**src/rtl/nfu_1_sched.sv**
```systemverilog
// NFU-1 tile-pass sequencer: walks ni inside no, issues NBin/SB reads and
// carries valid/first/last/out_idx tags so they reach NFU-2 with the products.
module nfu_1_sched #(
    parameter int ADDR_W  = 10,
    parameter int CNT_W   = 8,
    parameter int NFU_LAT = 2
) (
    input  logic              clk,
    input  logic              rst,
    input  logic              i_cmd_valid,
    output logic              o_cmd_ready,
    input  logic [CNT_W-1:0]  i_cmd_ni_m1,
    input  logic [CNT_W-1:0]  i_cmd_no_m1,
    input  logic [ADDR_W-1:0] i_cmd_nbin_base,
    input  logic [ADDR_W-1:0] i_cmd_sb_base,
    input  logic              i_stall,
    output logic              o_nbin_rd,
    output logic [ADDR_W-1:0] o_nbin_addr,
    output logic              o_sb_rd,
    output logic [ADDR_W-1:0] o_sb_addr,
    output logic              o_stage_en,
    output logic              o_acc_valid,
    output logic              o_acc_first,
    output logic              o_acc_last,
    output logic [CNT_W-1:0]  o_acc_out_idx,
    output logic              o_busy,
    output logic              o_done
);
    localparam int STAGES = NFU_LAT + 1;

    typedef enum logic [1:0] {IDLE, ISSUE, DRAIN, DONE} state_t;

    // fin marks the final beat of the pass so DRAIN knows when the pipe is empty
    typedef struct packed {
        logic             vld;
        logic             first;
        logic             last;
        logic             fin;
        logic [CNT_W-1:0] idx;
    } tag_t;

    state_t              state_q, state_d;
    logic [CNT_W-1:0]    ni_q, no_q, ni_m1_q, no_m1_q;
    logic [CNT_W-1:0]    ni_d, no_d;
    logic [ADDR_W-1:0]   nbin_base_q, nbin_addr_q, sb_addr_q;
    tag_t [STAGES-1:0]   tag_q;
    tag_t                tag_d, tail;
    logic                issue, ni_last, no_last;

    assign issue   = (state_q == ISSUE) && !i_stall;
    assign ni_last = (ni_q == ni_m1_q);
    assign no_last = (no_q == no_m1_q);
    assign tail    = tag_q[STAGES-1];

    always_comb begin
        state_d = state_q;
        case (state_q)
            IDLE:    if (i_cmd_valid) state_d = ISSUE;
            ISSUE:   if (issue && ni_last && no_last) state_d = DRAIN;
            DRAIN:   if (tail.vld && tail.fin && !i_stall) state_d = DONE;
            DONE:    state_d = IDLE;
            default: state_d = IDLE;
        endcase
    end

    always_comb begin
        ni_d = ni_last ? '0 : ni_q + 1'b1;
        no_d = ni_last ? no_q + 1'b1 : no_q;
        tag_d = '0;
        if (issue) begin
            tag_d.vld   = 1'b1;
            tag_d.first = (ni_q == '0);
            tag_d.last  = ni_last;
            tag_d.fin   = ni_last && no_last;
            tag_d.idx   = no_q;
        end
    end

    always_ff @(posedge clk) begin
        if (rst) begin
            state_q     <= IDLE;
            ni_q        <= '0;
            no_q        <= '0;
            ni_m1_q     <= '0;
            no_m1_q     <= '0;
            nbin_base_q <= '0;
            nbin_addr_q <= '0;
            sb_addr_q   <= '0;
        end else begin
            state_q <= state_d;
            if (state_q == IDLE && i_cmd_valid) begin
                ni_q        <= '0;
                no_q        <= '0;
                ni_m1_q     <= i_cmd_ni_m1;
                no_m1_q     <= i_cmd_no_m1;
                nbin_base_q <= i_cmd_nbin_base;
                nbin_addr_q <= i_cmd_nbin_base;
                sb_addr_q   <= i_cmd_sb_base;
            end else if (issue) begin
                ni_q        <= ni_d;
                no_q        <= no_d;
                // Address for the next beat is precomputed so the port is a flop
                nbin_addr_q <= nbin_base_q + ADDR_W'(ni_d);
                sb_addr_q   <= sb_addr_q + 1'b1;
            end
        end
    end

    always_ff @(posedge clk) begin
        if (rst)           tag_q[0] <= '0;
        else if (!i_stall) tag_q[0] <= tag_d;
    end

    for (genvar s = 1; s < STAGES; s++) begin : g_tag
        always_ff @(posedge clk) begin
            if (rst)           tag_q[s] <= '0;
            else if (!i_stall) tag_q[s] <= tag_q[s-1];
        end
    end

    assign o_cmd_ready   = (state_q == IDLE);
    assign o_busy        = (state_q != IDLE);
    assign o_done        = (state_q == DONE);
    assign o_nbin_rd     = issue;
    assign o_sb_rd       = issue;
    assign o_nbin_addr   = nbin_addr_q;
    assign o_sb_addr     = sb_addr_q;
    assign o_stage_en    = !i_stall;
    assign o_acc_valid   = tail.vld && !i_stall;
    assign o_acc_first   = o_acc_valid && tail.first;
    assign o_acc_last    = o_acc_valid && tail.last;
    assign o_acc_out_idx = o_acc_valid ? tail.idx : '0;

endmodule
```
**config.mk**
```make
export PLATFORM = sky130hd
export DESIGN_NAME = nfu_1_sched
export DESIGN_NICKNAME = d
export VERILOG_FILES = /design/src/rtl/nfu_1_sched.sv
export SDC_FILE = /design/constraint.sdc
export NUM_CORES = 1
export LEC_CHECK = 0
export CORE_UTILIZATION = 48
export DETAILED_ROUTE_END_ITERATION = 10
export GPL_TIMING_DRIVEN = 0
export PLACE_DENSITY = 0.74
export SETUP_SLACK_MARGIN = 0.15
export SYNTH_ARGS = -nofsm -noshare
export SYNTH_HDL_FRONTEND = slang
export SYNTH_SLANG_ARGS = --single-unit
```
**constraint.sdc**
```tcl
create_clock -name clk -period 3.5 [get_ports clk]
set_input_delay 0.7 -clock clk [delete_from_list [all_inputs] [get_ports clk]]
set_output_delay 0.7 -clock clk [all_outputs]
set_load 0.01 [all_outputs]
```
==> results.txt, run 1 <==
----------------------------------------------------
[Outcome]
  Result of the run ... complete, no violations

[Power and ir drop]
  Power per cell area ... 562 nW/um^2
  Part of the total power dissipated in combinational logic ... 0.361
  P_sw ... 0.00123 W
  Flop pwr share ... 0.416
  Total internal power ... ~0.0021 W
  Clock power frac ... 0.223
  Power consumption ... 0.00338 W
  Switching fraction of total power ... 0.364
  Leakage ... 2.33 nW
  Peak supply drop ... ~0.00033 V

[Die]
  Die height ... 102 um
  Count of pins on the block boundary ... 77
  Floorplan row count ... 36
  Die Outline Area ... 10400 sq um
  Die W ... slightly above 100 um
  Starting density of the core ... 0.495
  Core Box Area ... slightly below 10000 sq um

[Synth]
  Synthesized area per cell ... 8.35 sq um
  Share of the synthesized area in the top cell type ... 0.416
  Main synth FF type ... sky130_fd_sc_hd__dfxtp_1
  Post-synth net total ... 634
  Flop and latch count out of synthesis ... 100
  Number of flops mapped to enable cells by yosys ... 0
  Post-synth top area cell ... sky130_fd_sc_hd__dfxtp_1
  Summed instance area of the synthesized netlist ... 4820 sq um
  YS warnings ... 0
  Post-Synthesis Cells ... just under 600
  Unique cell type count in the Yosys netlist ... 47
  Proportion of synthesized flip-flops having asynchronous set or reset ... 0
  Sequential fraction of the synthesis area ... 0.416
  Leading post-synthesis cells by cell area ... sky130_fd_sc_hd__dfxtp_1 (42%), sky130_fd_sc_hd__nand2_1 (7.1%), sky130_fd_sc_hd__a21oi_1 (6.1%)

[Timing]
  Slack of the critical path ... 0.249 ns
  Setup repair after global routing missed its margin ... yes
  Minimum period implied by the final worst setup slack ... 3.25 ns
  Final period utilization ... 0.929
  Final Slew Violations ... 0
  Fmax ... between 300 and 400 MHz
  Setup Skew ... 0.0146 ns
  Transition time of the tightest slew-check pin ... a little over 0.7 ns
  Worst slew margin relative to its limit ... 0.525
  WHS ... 0.464 ns
  Number of endpoints failing setup at the final stage ... 0
  Endpoints failing hold ... 0

[Worst setup path]
  Crit path max-delay cell type ... sky130_fd_sc_hd__clkdlybuf4s50_1
  Critical path endpoint category ... output port
  Worst r2r src ... ni_q[7]
  Crit path arrival time ... 2.55 ns
  Critical path cell sequence ... dlygate4sd2_1 -> nand2b_1 -> buf_2 -> inv_2 -> clkbuf_4 -> buf_6 -> buf_4 -> clkdlybuf4s50_1
  Worst setup path category ... in2out
  First element of the critical path ... i_stall
  Dominant delay contributor by cell family on the critical path ... buffers and inverters
  Critical path buffers and inverters ... 7
  Crit path launch type ... input port
  Required time at the worst-slack endpoint ... 2.80 ns
  Largest stage delay, worst path ... a little over 0.5 ns
  Crit Path Max Fanout ... 11

[Clock tree]
  Clock tree from TritonCTS ... built
  Number of buffers inserted during clock tree synthesis ... 9
  Clock latency at the later pin of the worst-skew pair ... 0.37 ns
  Clock Sink Count ... 100
  # H-tree levels ... 3
  Post-CTS Hold Fix Bufs ... 0
  Clock Root Buffer ... sky130_fd_sc_hd__clkbuf_8
  CTS clock-pin slew for the worst setup and hold paths ... 0.10 ns
  Clk buf depth ... 2

[Place]
  # placed instances ... 786
  Buffers on Ports ... between 70 and 80
  Final RePlAce weighted congestion ... 0.917
  Worst-case setup slack after placement ... -0.543 ns
  Placed wire-length estimate ... roughly 9.3 mm

[Global route]
  Global-route total usage across every layer ... 0.251
  Overall overflow remaining after global route ... 0
  Maximum number of pins on one net before global-route repair ... 18
  Global-route wire length before repair ... 20.4 mm
  Number of global-route vias before repair ... 4420
  Initial antenna violation count ... 0

[Routing]
  Number of nets with antenna violations after routing ... 0
  Routed wire length per instance ... 15.4 um
  Total vias in the final route ... 4350
  Violation count after the first detailed-routing iteration ... 177
  Total DRC errors in the routed layout ... 0
  Final routed wirelength across all metal layers ... about 12 mm
  Number of vias per cell ... roughly 5.4
  Pre-Repair DR Iteration Count ... 5

[Final layout]
  Share of layout cells above drive strength 1 ... 0.0713
  Antenna cell count ... 0
  Post-layout nets ... 725
  Layout area overhead ... 24.7%
  Commonest cells after routing, fill and taps aside ... sky130_fd_sc_hd__dfxtp_1 (98), sky130_fd_sc_hd__nand2_1 (91), sky130_fd_sc_hd__clkdlybuf4s50_1 (75), sky130_fd_sc_hd__nor2_1 (63), sky130_fd_sc_hd__a21oi_1 (59)
  Layout Cells excl Fill ... 806
  Fill cells ... 900
  Most frequent standard cell in the layout excluding fill and tap cells ... sky130_fd_sc_hd__dfxtp_1

[Worst hold path]
  Class of the worst hold path ... reg2reg
  Worst hold start ... tag_q[3]

[Job]
  Max cap viols ... 0

----------------------------------------------------
stage by stage:
stage                     TNS, ns  utilization  cell area, sq um
after floorplan                 0            -              4820
after global placement      -1.24        0.590              5740
after detailed placement    -1.31        0.590              5740
after CTS                       0        0.616              6000
after global routing            0        0.617              6000
final                           0        0.617              6000
power groups by stage:
stage / clock network, W / registers (W) / logic [W]
floorplan: 0 / 0.00143 / 0.000685
global placement: 0 / 0.00142 / 0.00114
detailed placement: 0 / 0.00143 / 0.00117
CTS: 0.000764 / 0.00140 / 0.00122
global route: 0.000809 / 0.00142 / 0.00133
finish: 0.000752 / 0.00140 / 0.00122
timing repair:
item,4_1_cts,5_1_grt
pin swaps,3,3
setup buffers,4,0
endpoints found under the setup margin,5,3
resized for setup,11,5
path summary, 6_finish.rpt:
kind	endpoint	slack, ns	depth (start not counted)
max	o_sb_rd	0.25	8
min reg2reg	tag_q[3]	0.46	2
max reg2reg	o_nbin_addr[8]	0.26	13
min	tag_q[3]	0.46	2
per-layer routing:
metal / vias to the layer above / wire length, um / global-route usage
met5: - / 0 / 0
met4: 0 / 303 / 0.0857
met3: 24 / 543 / 0.0465
met2: 112 / 6220 / 0.464
met1: 2054 / 5310 / 0.289
li1: 2160 / - / -
cell families (layout without fill, tap and decap cells):
group,after synthesis,in the layout,share of synthesized area
AND/OR/NAND/NOR,237,237,0.231
AO/OA/AOI/OAI,113,113,0.140
flip-flops,100,100,0.416
buffers and inverters,49,145,0.0449
XOR/XNOR,33,33,0.0647
multiplexers,28,28,0.0585
adder cells (fa/ha/maj),17,17,0.0457
synthesized netlist by cell type, types with 2 or more instances:
library cell	number
sky130_fd_sc_hd__a211oi_1	16
sky130_fd_sc_hd__o31a_1	3
sky130_fd_sc_hd__clkbuf_1	21
sky130_fd_sc_hd__nand3_1	18
sky130_fd_sc_hd__buf_4	3
sky130_fd_sc_hd__nor4_4	2
sky130_fd_sc_hd__ha_1	16
sky130_fd_sc_hd__or3_1	8
sky130_fd_sc_hd__nor3_1	9
sky130_fd_sc_hd__a21oi_1	59
sky130_fd_sc_hd__inv_1	9
sky130_fd_sc_hd__dfxtp_1	100
sky130_fd_sc_hd__a311oi_1	4
sky130_fd_sc_hd__xor2_2	3
sky130_fd_sc_hd__buf_1	8
sky130_fd_sc_hd__o21ai_0	17
sky130_fd_sc_hd__buf_2	5
sky130_fd_sc_hd__nand4_1	5
sky130_fd_sc_hd__buf_6	2
sky130_fd_sc_hd__o211ai_1	2
sky130_fd_sc_hd__nor2_1	63
sky130_fd_sc_hd__or4_1	3
sky130_fd_sc_hd__nor2b_1	2
sky130_fd_sc_hd__nand2b_1	5
sky130_fd_sc_hd__a21o_1	3
sky130_fd_sc_hd__mux2i_1	27
sky130_fd_sc_hd__and2_1	15
sky130_fd_sc_hd__o21bai_1	3
sky130_fd_sc_hd__and3_1	3
sky130_fd_sc_hd__nand3b_1	2
sky130_fd_sc_hd__xor2_1	19
sky130_fd_sc_hd__nor4_1	6
sky130_fd_sc_hd__nand2_1	91
sky130_fd_sc_hd__xnor2_1	11
sky130_fd_sc_hd__or2_2	2
worst min-delay path: cells and delay by family (launching register included):
kind,cells,cell delay [ns]
AND/OR/NAND/NOR,1,0.05
AO/OA/AOI/OAI,1,0.05
flip-flops,1,0.32
flip-flops by register name, indices dropped and copies added (netlist names):
name	count
tag_q	36
no_q	8
no_m1_q	8
o_sb_addr	10
ni_q	8
o_nbin_addr	10
ni_m1_q	8
nbin_base_q	10
state_q	2
area by class of cell:
type / count / area, sq um / share of cell area
Sequential cell: 100 / 2010 / 0.334
Clock buffer: 9 / 124 / 0.0206
Buffer: 39 / 194 / 0.0323
Tap cell: 133 / 166 / 0.0277
Inverter: 10 / 37.5 / 0.00625
Multi-Input combinational cell: 428 / 2610 / 0.435
Timing Repair Buffer: 80 / 790 / 0.131
Clock inverter: 7 / 75.1 / 0.0125
(Power assumes the default switching activity.)
==> inputs of run 2 (changes only) <==
--- a/config.mk
+++ b/config.mk
@@ -5,7 +5,9 @@
 export SDC_FILE = /design/constraint.sdc
 export NUM_CORES = 1
 export LEC_CHECK = 0
-export CORE_UTILIZATION = 48
+export CELL_PAD_IN_SITES_DETAIL_PLACEMENT = 0
+export CELL_PAD_IN_SITES_GLOBAL_PLACEMENT = 1
+export CORE_UTILIZATION = 36
 export DETAILED_ROUTE_END_ITERATION = 10
 export GPL_TIMING_DRIVEN = 0
 export PLACE_DENSITY = 0.74
==> run 2 against run 1 <==
Against the previous run:
- fmax down 0.55%
- clock power increased by 23%
- sequential power about the same
- combinational power up 5%
- critical endpoint unchanged
- clock-buffer cell count grew 1
- flip-flop and latch count is the same
- die area grew 33%
- routed wire length grew 6.9%
- critical path depth is the same
- clock skew decreased by 0.0064 ns
==> results.txt, run 2 (synthesis gave the netlist of run 1 again) <==
----------------------------------------------------
[Outcome]
  Result of the run ... complete, no violations (unchanged)

[Worst setup path]
  Crit path arrival time ... 2.57 ns (was 2.55 ns)
  Cell mode on critical path ... sky130_fd_sc_hd__buf_4
  Required time at the worst-slack endpoint ... 2.80 ns (about the same)
  Largest stage delay, worst path ... 0.52 ns (was 0.51 ns)
  Worst setup path category ... in2out (unchanged)
  Critical path endpoint category ... output port (unchanged)
  Crit path max-delay cell type ... sky130_fd_sc_hd__clkdlybuf4s50_1 (unchanged)
  Critical path cell sequence ... dlygate4sd2_1 -> nand2b_1 -> clkbuf_2 -> inv_2 -> buf_4 -> buf_6 -> buf_4 -> clkdlybuf4s50_1 (was dlygate4sd2_1 -> nand2b_1 -> buf_2 -> inv_2 -> clkbuf_4 -> buf_6 -> buf_4 -> clkdlybuf4s50_1)
  Crit path launch type ... input port (unchanged)
  Crit Path Max Fanout ... 11 (unchanged)

[Clock tree]
  Clock latency at the later pin of the worst-skew pair ... 0.35 ns (was 0.37 ns)
  Post-CTS Hold Fix Bufs ... 0 (unchanged)
  Number of buffers inserted during clock tree synthesis ... 9 (unchanged)
  Clock Sink Count ... 100 (unchanged)
  Clock Root Buffer ... sky130_fd_sc_hd__clkbuf_16 (was sky130_fd_sc_hd__clkbuf_8)
  # H-tree levels ... 3 (unchanged)
  Clk buf depth ... 2 (unchanged)
  CTS clock-pin slew for the worst setup and hold paths ... 0.07 ns (was 0.10 ns)
  Clock tree from TritonCTS ... built (unchanged)

[Routing]
  Pre-Repair DR Iteration Count ... 4 (was 5)
  Final routed wirelength across all metal layers ... 13.2 mm (was 12.4 mm)
  Violation count after the first detailed-routing iteration ... 228 (was 177)
  Met1 wire length ... 5.90 mm (was 5.31 mm)
  Number of nets with antenna violations after routing ... 0 (unchanged)
  Total DRC errors in the routed layout ... 0 (unchanged)
  Top layer reached by signal wires ... met4 (unchanged)
  Number of vias per cell ... 5.05 (was 5.40)
  Total vias in the final route ... 4294 (was 4350)
  Routed wire length per instance ... 15.6 um (was 15.4 um)
  Metal2 WL ... 6.47 mm (was 6.22 mm)
  Detailed-routed wire length on met3 ... 555 um (was 543 um)

[Power and ir drop]
  Total internal power ... 0.00234 W (was 0.00215 W)
  Power per cell area ... 584 nW/um^2 (was 562 nW/um^2)
  Switching fraction of total power ... 0.352 (was 0.364)
  Peak supply drop ... 0.000387 V (was 0.000327 V)
  Power consumption ... 0.00361 W (was 0.00338 W)
  Clock power frac ... 0.257 (was 0.223)
  P_sw ... 0.00127 W (was 0.00123 W)
  Part of the total power dissipated in combinational logic ... 0.354 (was 0.361)
  Leakage ... 2.39 nW (was 2.33 nW)
  Flop pwr share ... 0.389 (was 0.416)

[Job]
  Max cap viols ... 0 (unchanged)

[Timing]
  Final Slew Violations ... 0 (unchanged)
  Total negative slack ... 0 ns (unchanged)
  Final period utilization ... 0.934 (was 0.929)
  Number of endpoints failing setup at the final stage ... 0 (unchanged)
  Minimum period implied by the final worst setup slack ... 3.27 ns (was 3.25 ns)
  Setup Skew ... 0.00826 ns (was 0.0146 ns)
  Slack of the critical path ... 0.231 ns (was 0.249 ns)
  Endpoints failing hold ... 0 (unchanged)
  Transition time of the tightest slew-check pin ... 0.712 ns (about the same)
  Worst slew margin relative to its limit ... 0.526 (was 0.525)
  Setup repair after global routing missed its margin ... yes (unchanged)
  Fmax ... 306 MHz (was 308 MHz)

[Final layout]
  Share of layout cells above drive strength 1 ... 0.0796 (was 0.0713)
  Register bank with the most flops ... tag_q (unchanged)
  Number of flip-flops in the largest register ... 36 (unchanged)
  Most frequent standard cell in the layout excluding fill and tap cells ... sky130_fd_sc_hd__dfxtp_1 (unchanged)
  Post-layout nets ... 731 (was 725)
  Commonest cells after routing, fill and taps aside ... sky130_fd_sc_hd__dfxtp_1 (98), sky130_fd_sc_hd__nand2_1 (91), sky130_fd_sc_hd__clkdlybuf4s50_1 (75), sky130_fd_sc_hd__nor2_1 (63), sky130_fd_sc_hd__a21oi_1 (59) (unchanged)
  Layout area overhead ... 28.4% (was 24.7%)
  Antenna cell count ... 0 (unchanged)

[Global route]
  Overall overflow remaining after global route ... 0 (unchanged)
  Number of global-route vias before repair ... 4282 (was 4420)
  Initial antenna violation count ... 0 (unchanged)
  Maximum number of pins on one net before global-route repair ... 17 (was 18)
  Global-route total usage across every layer ... 0.197 (was 0.251)
  Global-route wire length before repair ... 21.5 mm (was 20.4 mm)

[Die]
  Core Box Area ... 12800 sq um (was 9730 sq um)
  Die height ... 118 um (was 102 um)
  Die Outline Area ... 13800 sq um (was 10400 sq um)
  Starting density of the core ... 0.376 (was 0.495)
  Count of pins on the block boundary ... 77 (unchanged)
  Floorplan row count ... 41 (was 36)
  Die W ... 118 um (was 102 um)

[Worst hold path]
  Class of the worst hold path ... reg2reg (unchanged)

[Place]
  Worst-case setup slack after placement ... -0.621 ns (was -0.543 ns)
  Buffers on Ports ... 76 (unchanged)
  Final RePlAce weighted congestion ... 0.901 (was 0.917)
  Placed wire-length estimate ... 9.75 mm (was 9.28 mm)

----------------------------------------------------
## run 2: layout make-up
| type | count | area (sq um) |
|---|---|---|
| buffer | 39 | 200 |
| sequential | 100 | 2000 |
| inverter | 10 | 37.5 |
| fill | 1309 | 6640 |
| timing repair buffer | 86 | 835 |
| clock inverter | 5 | 37.5 |
| multi-input combinational | 428 | 2630 |
| tap | 172 | 215 |
| clock buffer | 10 | 229 |
## run 2: final timing paths
path                  from              to  slack (ns)  depth (start not counted)
setup reg to reg   ni_q[4]  o_nbin_addr[8]        0.27                         14
hold / removal    tag_q[3]        tag_q[3]        0.46                          2
hold reg to reg   tag_q[3]        tag_q[3]        0.46                          2
setup / recovery   i_stall         o_sb_rd        0.23                          8
## run 2: power by group through the flow
stage / clock [W] / combinational [W] / sequential [W]
floorplan: 0 / 0.000685 / 0.00143
global placement: 0 / 0.00117 / 0.00143
detailed placement: 0 / 0.00118 / 0.00143
CTS: 0.000956 / 0.00123 / 0.00140
global route: 0.00101 / 0.00139 / 0.00142
finish: 0.000927 / 0.00128 / 0.00141
## run 2: per-stage QoR
stage          hold WS, ns  instance area, sq um  cells   util
3_3_place_gp         0.450                  5790    825  0.452
2_1_floorplan        0.431                  4820    577      -
4_1_cts              0.464                  6110    843  0.476
5_1_grt              0.477                  6180    850  0.482
3_5_place_dp         0.454                  5790    825  0.452
6_report             0.459                  6180    850  0.482
## run 2: layer usage
layer / vias up / GRT usage
li1: 2167 / -
met5: - / 0
met4: 0 / 0.0721
met1: 2017 / 0.231
met3: 20 / 0.0499
met2: 90 / 0.344
## run 2: repair_timing
item	4_1_cts	5_1_grt
setup endpoints to repair	7	2
resized for setup	13	6
cloned	0	0
setup buffers	3	7
pin swaps	6	6
## run 2: worst max-delay path: cells and delay by family
| family | cells | cell delay [ns] |
|---|---|---|
| buf+inv | 7 | 1.68 |
| simple gates | 1 | 0.18 |
==> inputs of run 3 (changes only) <==
--- a/config.mk
+++ b/config.mk
@@ -11,7 +11,6 @@
 export DETAILED_ROUTE_END_ITERATION = 10
 export GPL_TIMING_DRIVEN = 0
 export PLACE_DENSITY = 0.74
-export SETUP_SLACK_MARGIN = 0.15
 export SYNTH_ARGS = -nofsm -noshare
 export SYNTH_HDL_FRONTEND = slang
 export SYNTH_SLANG_ARGS = --single-unit
==> run 3 against run 2 <==
Against the previous run:
- routed wire length is 1.7% lower
- clock power barely moved
- combinational power shrank 7%
- design area down 1.4%
- via count down 1.3%
- register-to-register slack got worse by 0.02 ns
- utilization is 0.65 points lower
- hold slack lost 0.0034 ns
- fmax is 4.0% lower
- sequential share of layout area increased by 0.45 points
- setup slack lost 0.14 ns
- sequential power is essentially flat
==> results.txt, run 3 (synthesis gave the netlist of run 1 again) <==
----------------------------------------------------
[Timing]
  Minimum period implied by the final worst setup slack ... 3.41 ns (was 3.27 ns)
  Setup Skew ... 0.00808 ns (was 0.00826 ns)
  Number of endpoints failing setup at the final stage ... 0 (unchanged)
  Transition time of the tightest slew-check pin ... 0.716 ns (was 0.712 ns)
  Endpoints failing hold ... 0 (unchanged)
  Worst slew margin relative to its limit ... 0.522 (was 0.526)
  Final Slew Violations ... 0 (unchanged)
  Setup repair after global routing missed its margin ... no (was yes)
  Final period utilization ... 0.973 (was 0.934)
  Fmax ... 294 MHz (was 306 MHz)

[Clock tree]
  Clock tree from TritonCTS ... built (unchanged)
  Number of buffers inserted during clock tree synthesis ... 9 (unchanged)
  Clock Sink Count ... 100 (unchanged)
  Clock latency at the later pin of the worst-skew pair ... 0.36 ns (was 0.35 ns)
  # H-tree levels ... 3 (unchanged)
  Post-CTS Hold Fix Bufs ... 0 (unchanged)
  Clk buf depth ... 2 (unchanged)
  CTS clock-pin slew for the worst setup and hold paths ... 0.07 ns (about the same)
  Clock Root Buffer ... sky130_fd_sc_hd__clkbuf_16 (unchanged)

[Routing]
  Violation count after the first detailed-routing iteration ... 230 (was 228)
  Pre-Repair DR Iteration Count ... 4 (unchanged)
  Final routed wirelength across all metal layers ... 13.0 mm (was 13.2 mm)
  Number of vias per cell ... 5.03 (was 5.05)
  Number of nets with antenna violations after routing ... 0 (unchanged)
  Total DRC errors in the routed layout ... 0 (unchanged)
  Routed wire length per instance ... 15.4 um (was 15.6 um)
  Total vias in the final route ... 4238 (was 4294)

[Die]
  Floorplan row count ... 41 (unchanged)
  Core Box Area ... 12800 sq um (unchanged)
  Die W ... 118 um (unchanged)
  Count of pins on the block boundary ... 77 (unchanged)
  Die height ... 118 um (unchanged)
  Die Outline Area ... 13800 sq um (unchanged)
  Starting density of the core ... 0.376 (unchanged)

[Final layout]
  Layout area overhead ... 26.7% (was 28.4%)
  Number of flip-flops in the largest register ... 36 (unchanged)
  Post-layout nets ... 723 (was 731)
  Antenna cell count ... 0 (unchanged)
  Share of layout cells above drive strength 1 ... 0.0657 (was 0.0796)
  Register bank with the most flops ... tag_q (unchanged)
  Commonest cells after routing, fill and taps aside ... sky130_fd_sc_hd__dfxtp_1 (98), sky130_fd_sc_hd__nand2_1 (91), sky130_fd_sc_hd__clkdlybuf4s50_1 (76), sky130_fd_sc_hd__nor2_1 (63), sky130_fd_sc_hd__a21oi_1 (59) (was sky130_fd_sc_hd__dfxtp_1 (98), sky130_fd_sc_hd__nand2_1 (91), sky130_fd_sc_hd__clkdlybuf4s50_1 (75), sky130_fd_sc_hd__nor2_1 (63), sky130_fd_sc_hd__a21oi_1 (59))
  Fin util ... 0.476 (was 0.482)
  Most frequent standard cell in the layout excluding fill and tap cells ... sky130_fd_sc_hd__dfxtp_1 (unchanged)
  Summed area of non-filler cells in the final layout ... 6100 sq um (was 6180 sq um)

[Place]
  Final RePlAce weighted congestion ... 0.901 (unchanged)
  Buffers on Ports ... 76 (unchanged)
  Post-place instance area ... 5790 sq um (unchanged)
  Placed wire-length estimate ... 9.75 mm (unchanged)

[Global route]
  Maximum number of pins on one net before global-route repair ... 17 (unchanged)
  Number of global-route vias before repair ... 4278 (was 4282)
  Global-route total usage across every layer ... 0.197 (about the same)
  Initial antenna violation count ... 0 (unchanged)
  Overall overflow remaining after global route ... 0 (unchanged)
  Global-route wire length before repair ... 21.5 mm (about the same)

[Worst setup path]
  Crit path arrival time ... 2.71 ns (was 2.57 ns)
  Worst setup path category ... in2out (unchanged)
  Critical path endpoint category ... output port (unchanged)
  Crit Path Max Fanout ... 11 (unchanged)
  Required time at the worst-slack endpoint ... 2.80 ns (about the same)
  Crit path launch type ... input port (unchanged)

[Power and ir drop]
  Peak supply drop ... 0.000388 V (was 0.000387 V)
  Power per cell area ... 578 nW/um^2 (was 584 nW/um^2)
  Leakage ... 2.34 nW (was 2.39 nW)

[Job]
  Max cap viols ... 0 (unchanged)

[Outcome]
  Result of the run ... complete, no violations (unchanged)

[Worst hold path]
  Class of the worst hold path ... reg2reg (unchanged)

----------------------------------------------------
==> run 3: timing repair <==
action                     CTS  global route
resized for setup            6             1
buffers inserted             3             2
pin swaps                    2             4
setup endpoints to repair    4             1
==> run 3: metrics by stage <==
| step | std cells | hold WS, ns | worst slack [ns] | total power [W] | TNS [ns] |
|---|---|---|---|---|---|
| final | 842 | 0.456 | 0.0933 | 0.00353 | 0 |
| after detailed placement | 825 | 0.454 | -0.621 | 0.00261 | -1.60 |
| after global placement | 825 | 0.450 | -0.625 | 0.00259 | -1.52 |
| after floorplan | 577 | 0.431 | 0.190 | 0.00212 | 0 |
| after global routing | 842 | 0.477 | 0.0194 | 0.00373 | 0 |
| after CTS | 841 | 0.464 | 0.0570 | 0.00358 | 0 |
==> run 3: power by group <==
group          internal (W)  switching [W]
clock              0.000482       0.000447
sequential          0.00128       0.000120
combinational      0.000507       0.000685
==> run 3: area by class of cell <==
| class | count | area, sq um |
|---|---|---|
| flip-flops and latches | 100 | 2000 |
| repair buffers | 81 | 798 |
| fillers | 1316 | 6720 |
| clock buffers | 10 | 229 |
| multi-input cells | 428 | 2610 |
| plain buffers | 36 | 164 |
| clock inverters | 5 | 37.5 |
| well taps | 172 | 215 |
| inverters | 10 | 41.3 |
==> run 3: worst paths after layout <==
path              startpoint              to  slack, ns  depth (start not counted)
setup / recovery     i_stall         o_sb_rd       0.09                          6
setup reg to reg     ni_q[4]  o_nbin_addr[8]       0.25                         13
hold reg to reg     tag_q[3]        tag_q[3]       0.46                          2
hold / removal      tag_q[3]        tag_q[3]       0.46                          2
==> run 3: metal layers <==
layer,wire length [um],track usage
met1,5760,0.231
met2,6340,0.343
met3,600,0.0499
met4,306,0.0721
met5,0,0
==> run 3: critical path, cell delays in order <==
cell and delay [ns]:
sky130_fd_sc_hd__clkdlybuf4s50_1 0.54, sky130_fd_sc_hd__nand2b_2 0.36, sky130_fd_sc_hd__clkinvlp_4 0.12, sky130_fd_sc_hd__buf_2 0.30, sky130_fd_sc_hd__buf_4 0.17, sky130_fd_sc_hd__clkdlybuf4s50_1 0.52
